File: src/rtl/mux81_rr_sched_pkg.sv
// Shared constants and types for the mux81 round-robin scheduler.
// NREQ/SELW are fixed by the mux81 datapath (8 inputs, 3 select pins).
package mux81_rr_sched_pkg;

    localparam int NREQ = 8;
    localparam int SELW = 3;

    typedef enum logic {
        ST_IDLE  = 1'b0,
        ST_GRANT = 1'b1
    } state_t;

    // Next requester index after v, wrapping 7 -> 0.
    function automatic logic [SELW-1:0] next_idx(input logic [SELW-1:0] v);
        return v + 1'b1;
    endfunction

endpackage

File: src/rtl/mux81_rr_sched_rr_pick8.sv
// Combinational round-robin picker: finds the first asserted request
// searching upward from ptr (mod 8).
module rr_pick8
    import mux81_rr_sched_pkg::*;
(
    input  logic [NREQ-1:0] req,
    input  logic [SELW-1:0] ptr,
    output logic            hit,
    output logic [SELW-1:0] idx
);

    logic [NREQ-1:0] w_rot;
    logic [SELW-1:0] w_off;

    // Rotate so that requester ptr lands at bit 0, then the lowest set bit wins.
    assign w_rot = NREQ'({req, req} >> ptr);

    always_comb begin
        w_off = '0;
        for (int k = NREQ - 1; k >= 0; k--) begin
            if (w_rot[k]) w_off = SELW'(k);
        end
    end

    assign hit = |req;
    assign idx = w_off + ptr;

endmodule

File: src/rtl/mux81_rr_sched.sv
// Round-robin scheduler sharing one 8:1 mux among 8 requesters, with a
// bounded burst per owner and registered select/grant/valid outputs.
module mux81_rr_sched
    import mux81_rr_sched_pkg::*;
#(
    parameter int MAX_BURST = 16,
    parameter int CNTW      = (MAX_BURST > 1) ? $clog2(MAX_BURST) : 1
) (
    input  logic            clk,
    input  logic            rst_n,
    input  logic [NREQ-1:0] req,
    output logic            s2,
    output logic            s1,
    output logic            s0,
    output logic [NREQ-1:0] gnt,
    output logic            valid
);

    state_t          r_state;
    logic [SELW-1:0] r_ptr;
    logic [SELW-1:0] r_sel;
    logic [CNTW-1:0] r_cnt;
    logic [NREQ-1:0] r_gnt;
    logic            r_valid;

    logic            w_release;
    logic [SELW-1:0] w_pick_ptr;
    logic            w_hit;
    logic [SELW-1:0] w_idx;

    // r_sel doubles as the owner index while in GRANT.
    assign w_release  = (r_state == ST_GRANT) &&
                        (!req[r_sel] || (r_cnt == CNTW'(MAX_BURST - 1)));
    // On release the pointer moves past the owner before re-picking, so the
    // owner becomes lowest priority on the same edge.
    assign w_pick_ptr = (r_state == ST_GRANT) ? next_idx(r_sel) : r_ptr;

    rr_pick8 u_pick (
        .req (req),
        .ptr (w_pick_ptr),
        .hit (w_hit),
        .idx (w_idx)
    );

    always_ff @(posedge clk or negedge rst_n) begin
        if (!rst_n) begin
            r_state <= ST_IDLE;
            r_ptr   <= '0;
            r_sel   <= '0;
            r_cnt   <= '0;
            r_gnt   <= '0;
            r_valid <= 1'b0;
        end else begin
            case (r_state)
                ST_IDLE: begin
                    if (w_hit) begin
                        r_state <= ST_GRANT;
                        r_sel   <= w_idx;
                        r_gnt   <= NREQ'(1) << w_idx;
                        r_valid <= 1'b1;
                        r_cnt   <= '0;
                    end
                end
                ST_GRANT: begin
                    if (w_release) begin
                        r_ptr <= w_pick_ptr;
                        if (w_hit) begin
                            r_sel   <= w_idx;
                            r_gnt   <= NREQ'(1) << w_idx;
                            r_valid <= 1'b1;
                            r_cnt   <= '0;
                        end else begin
                            // r_sel is deliberately left at the last owner.
                            r_state <= ST_IDLE;
                            r_gnt   <= '0;
                            r_valid <= 1'b0;
                        end
                    end else begin
                        r_cnt <= r_cnt + 1'b1;
                    end
                end
                default: r_state <= ST_IDLE;
            endcase
        end
    end

    assign {s2, s1, s0} = r_sel;
    assign gnt          = r_gnt;
    assign valid        = r_valid;

endmodule

File: config.mk
export PLATFORM = sky130hd
export DESIGN_NAME = mux81_rr_sched
export DESIGN_NICKNAME = d
export VERILOG_FILES = /design/src/rtl/mux81_rr_sched_pkg.sv /design/src/rtl/mux81_rr_sched_rr_pick8.sv /design/src/rtl/mux81_rr_sched.sv
export SDC_FILE = /design/constraint.sdc
export NUM_CORES = 1
export LEC_CHECK = 0
export CAP_MARGIN = 15
export CORE_MARGIN = 2
export CORE_UTILIZATION = 30
export DETAILED_ROUTE_END_ITERATION = 10
export PLACE_DENSITY = 0.49
export REMOVE_ABC_BUFFERS = 1
export SLEW_MARGIN = 10
export SYNTH_ARGS = -nofsm -noshare
export SYNTH_HDL_FRONTEND = slang
export SYNTH_SLANG_ARGS = --single-unit
File: constraint.sdc
create_clock -name clk -period 3.4 [get_ports clk]
set_input_delay 1.02 -clock clk [delete_from_list [all_inputs] [get_ports clk]]
set_output_delay 1.02 -clock clk [all_outputs]
set_load 0.01 [all_outputs]
# --- Word level (Yosys, flattened, before mapping) ---
# Index checks and enable logic that the tools add are counted.
totals:
  regBits: 20
  input_bits: 10
  out_inout_bits: 12
classes:
  n_addsub: 3
  order_cmp: 1
  n_eq_ne: 3
  shift: 2
  mux: 27
  bitwise: 1
  n_reduce_logical: 6
op_table:
  columns: ["operator", "count"]
  rows:
  - ["two-way mux 3 bit", 11]
  - ["two-way mux 8 bit", 3]
  - ["one-hot mux 8 bit (2 select lines)", 1]
  - ["right shift 16 x 3 -> 8 bit", 1]
  - ["two-way mux 4 bit", 2]
  - ["one-hot mux 4 bit (2 select lines)", 1]
  - ["OR reduction 8 bit", 1]
  - ["<< shifter 1 x 3 -> 8 bit, first input constant", 1]
  - ["one-hot mux 3 bit (2 select lines)", 1]
  - ["two-way mux 1 bit", 5]
  - ["adder 4 x 1 -> 4 bit, second input constant", 1]
  - ["== test 4 bit, second input constant", 1]
  - ["less-than comparator 3 x 4 -> 1 bit, second input constant", 1]
  - ["inequality test 2 x 1 -> 1 bit, second input constant", 2]
  - ["one-hot mux 1 bit (2 select lines)", 2]
  - ["AND reduction 2 bit", 2]
  - ["adder 3 x 1 -> 3 bit, second input constant", 1]
  - ["adder 3 bit", 1]
  - ["binary-select mux 1 bit (select 3 bit)", 1]
  - ["logical AND 1 bit", 1]
  - ["logical NOT 1 bit", 1]
  - ["logical OR 1 bit", 1]
  - ["inverter 1 bit", 1]

# --- Logic depth before layout (Yosys ltp) ---
depth:
  ltp_word: 16
  mapped_depth: 14
  ltp_nobuf: 13

# --- Cells and area by module ---
# A second synthesis with hierarchy kept.
unflattened:
  hier_cells: 163
  hier_area_um2: 1671.6
modules_own_cells:
  columns: ["module", "n_inst", "cells_per_inst", "area_per_inst_um2", "seq_area_each_um2"]
  rows:
  - ["mux81_rr_sched", 1, 113, 1152.4, 500.5]
  - ["rr_pick8", 1, 50, 519.2, 0.0]

# --- Worst setup path before layout ---
# OpenSTA, ideal clock, no wires.
synth_timing:
  kind: "register -> register"
  from: "register r_sel[0]"
  to: "register r_gnt[0] (netlist: gnt[0])"
  t_arrival_ps: 3441
  required_ps: 3278
  path_slack_ps: -163
  path_stages_with_launch: 14
  n_path_buf: 0
  synth_period_minus_slack_ps: 3563
  cell_sequence: "dfrtp_1 -> ha_1 -> xor2_2 -> mux2i_4 -> mux2i_1 -> o22ai_1 -> a221oi_2 -> nor4b_4 -> nor3_4 -> nand2_1 -> fa_1 -> xnor2_1 -> xnor2_1 -> a32o_1"
synth_between:
  elab_chain_cells: 16
  elab_cells_between_ends: 24
synth_lines:
  columns: ["item", "line_no", "rtl"]
  rows:
  - ["start: declaration", "mux81_rr_sched.sv:21", "logic [SELW-1:0] r_sel;"]
  - ["start signal: assignment", "mux81_rr_sched.sv:58", "r_sel <= w_idx;"]
  - ["start signal: assignment", "mux81_rr_sched.sv:68", "r_sel <= w_idx;"]
  - ["adder 3 x 1 -> 3 bit", "mux81_rr_sched_pkg.sv:15", "return v + 1'b1;"]
  - ["two-way mux 3 bit", "mux81_rr_sched.sv:36", "assign w_pick_ptr = (r_state == ST_GRANT) ? next_idx(r_sel) : r_ptr;"]
  - ["right shift 16 x 3 -> 8 bit", "mux81_rr_sched_rr_pick8.sv:16", "assign w_rot = NREQ'({req, req} >> ptr);"]
  - ["two-way mux 3 bit (8 in a row)", "mux81_rr_sched_rr_pick8.sv:21", "if (w_rot[k]) w_off = SELW'(k);"]
  - ["adder 3 bit", "mux81_rr_sched_rr_pick8.sv:26", "assign idx = w_off + ptr;"]
  - ["<< shifter 1 x 3 -> 8 bit", "mux81_rr_sched.sv:59, mux81_rr_sched.sv:69", null]
  - ["two-way mux 8 bit", "mux81_rr_sched.sv:67", "if (w_hit) begin"]
  - ["two-way mux 8 bit", "mux81_rr_sched.sv:65", "if (w_release) begin"]
  - ["one-hot mux 8 bit (2 select lines)", "mux81_rr_sched.sv:54", "case (r_state)"]
  - ["end signal: assignment", "mux81_rr_sched.sv:59", "r_gnt <= NREQ'(1) << w_idx;"]
  - ["end signal: assignment", "mux81_rr_sched.sv:69", "r_gnt <= NREQ'(1) << w_idx;"]
  - ["end: declaration", "mux81_rr_sched.sv:23", "logic [NREQ-1:0] r_gnt;"]
# Parallel ways exist; a longest one is shown, timed or not. The select of a mux whose other input is x is not followed.
# A chain may end at the register's enable or synchronous reset.

# --- Worst setup path after layout ---
layout_timing:
  from: "register r_sel[0]"
  to: "register r_gnt[2] (netlist: gnt[2])"
# Same word-level chain as after synthesis.

==> results_dict.tcl <==
set metrics [dict create \
    cts_hold_buf 0 \
    ys_seq_area_share_pct 33.7 \
    grt_util_all_layers_pct 16.1 \
    syn_inst 155 \
    synth_largest_area_cell "dfrtp_1" \
    cts.sinks 20 \
    maxSlewViolCount 0 \
    diodes 0 \
    worstPathArrival_ns 3.50 \
    maxSlewHeadroom_pct 39.0 \
    cts_tree "built" \
    max_freq_mhz 298 \
    yosysWarningCount 0 \
    clk_pin_slew_worst_paths_ns 0.07 \
    rows 25 \
    maxCapViolations 0 \
    initial_core_util_pct 31.2 \
    critPathCaptureType "register" \
    grt_start_max_net_pins 21 \
    synth_area_um2 1480 \
    drt_iter0_markers 100 \
    layout_min_cycle_time_ns 3.36 \
    async_flop_share_pct 100 \
    ys_ff_latch 20 \
    worst_hold_slack_ns 0.479 \
    worst_pin_slew_ns 0.913 \
    layout-drive-gt1-share_pct 41.2 \
    rsz0062_at_grt "true" \
    worstSkewPairLatency_ns 0.26 \
    cts_made_buffers 3 \
    start_kind "register" \
    synth_top_area_share_pct 33.7 \
    synth-edff-count 0 \
    routabilityCongestion 0.881 \
    antenna_found_initial 0 \
    syn_area_per_cell_um2 9.57 \
    post_drt_wl_per_cell_um 14.3 \
    area_growth_pct 55.3 \
    fin_crit_sh_pct 98.7 \
    cts_root_buf "clkbuf_8" \
    die_w_um 74.3 \
    setup_tns_ns 0 \
    nFillCells 447 \
    clock_path_buffers 2 \
    finClkSkew_ns 0.00598 \
    crit_type "register to register" \
    h-tree-depth 1 \
    outcome "completed" \
    first_pass_iters 4 \
    via_count 1462 \
    hpwlAfterDp_um 3350 \
    grt_pass1_vias 1435 \
    setup_viol 0 \
    worstPathMaxFanout 5 \
    io_buffers 21 \
    wirelength_um 4210 \
    ys_top_cells_by_area "dfrtp_1 34%, mux2i_1 6.1%, nand2_1 5.8%" \
    dieArea_um2 5520 \
    worstPathRequired_ns 3.54 \
    pin_count 22 \
    ant_nets 0 \
    drc_errors 0 \
    yosys_most_used_dff "dfrtp_1" \
    grt_remaining_overflow 0 \
    core-area_um2 4750 \
    yosysUniqueCellTypes 41 \
    die_h_um 74.3 \
    grt_pass1_wl_um 6800 \
    fin_nets 242 \
    hold_viol 0 \
    vias_per_cell 4.96 \
    worstHoldPathType "register to register" \
]
==> cell families (layout without fill, tap and decap cells) <==
| kind of cell | after synthesis | count (layout) | synth area share (%) |
|---|---|---|---|
| flip-flops | 20 | 20 | 33.7 |
| multiplexers | 18 | 18 | 16.1 |
| AO/OA/AOI/OAI | 46 | 46 | 22.2 |
| AND/OR/NAND/NOR | 50 | 50 | 16.8 |
| adder cells (fa/ha/maj) | 3 | 3 | 3.04 |
| XOR/XNOR | 6 | 6 | 4.55 |
| buffers and inverters | 12 | 85 | 3.63 |
==> repair_timing <==
action	in CTS	in global routing
gates cloned	0	0
buffers inserted	5	2
resized for setup	36	4
endpoints found under the setup margin	10	10
pin swaps	11	2
hold endpoints to repair	0	0
==> metrics by stage <==
stage	area [µm²]	setup slack, ns	util [%]	std cells
after floorplan	1470	-0.339	-	153
after global placement	2080	-0.510	43.8	284
after detailed placement	2080	-0.614	43.8	284
after CTS	2270	-0.000615	47.8	293
after global routing	2300	-0.108	48.5	295
final	2300	0.0447	48.5	295
==> registers in the layout (all words and copies together) (netlist names) <==
signal,count
r_sel,3
valid,1
r_state,1
gnt,8
r_ptr,3
r_cnt,4
==> cells in the final DEF, fill, tap and decap left out, types with 3 or more instances in the layout <==
master	count
clkbuf_8	4
mux2i_4	4
nand2_1	22
nand3_1	3
dlygate4sd2_1	8
a21oi_1	10
dfrtp_1	20
mux2i_2	5
o21ai_1	3
nor2_1	9
mux2_2	4
inv_2	4
clkdlybuf4s50_1	13
a32o_1	8
buf_4	48
mux2i_1	3
inv_1	6
o21ai_0	8
==> synth_stat cells (4+ instances only) <==
cell	n
inv_1	10
o21ai_0	10
mux2_2	4
a32o_1	8
nand2_1	23
a21oi_1	11
mux2i_1	9
dfrtp_1	20
nor2_1	11
==> layout make-up <==
cell class	instances	area (µm²)	share of cell area (%)
sequential	20	500	21.7
timing repair buffer	71	583	25.3
clock buffer	4	55.1	2.39
inverter	10	37.5	1.63
multi-input combinational	123	1040	45.3
tap	67	83.8	3.64
==> critical path, stage by stage (launching register included) <==
cell and delay, ns:
dfrtp_1 0.39, ha_2 0.20, xor2_2 0.16, mux2i_4 0.25, buf_6 0.16, mux2i_4 0.23, buf_4 0.15, nor2_1 0.03
a21oi_1 0.15, a2bb2oi_2 0.17, nor2b_1 0.15, o21ai_1 0.10, fa_2 0.43, xnor2_4 0.25, xnor2_2 0.14, a32o_1 0.28
==> path summary, 6_finish.rpt <==
kind	slack [ns]	startpoint	cells after the start	end
setup reg to reg	0.04	r_sel[0]$_DFFE_PN0P_	15	gnt[2]$_DFFE_PN0P_
hold reg to reg	0.48	valid$_DFFE_PN0P_	2	valid$_DFFE_PN0P_
setup / recovery	0.04	r_sel[0]$_DFFE_PN0P_	15	gnt[2]$_DFFE_PN0P_
hold / removal	0.48	valid$_DFFE_PN0P_	2	valid$_DFFE_PN0P_
min in group asynchronous	1.27	rst_n	1	r_cnt[3]$_DFF_PN0_
max in group asynchronous	1.56	rst_n	1	gnt[0]$_DFFE_PN0P_
==> metal layers <==
metal  global-route usage [%]  share of wire (%)  routed length [µm]  vias to the layer above
met5                        0                  0                   0                        -
met4                     5.36                1.4                  58                        0
met3                     1.63                2.4                 100                        4
met2                     27.3                 49                2070                       26
met1                     21.6                 47                1980                      708
li1                         -                  -                   -                      724
Power is not shown: default switching activity piles up to over one toggle a cycle in this logic, so the estimate is an artifact.
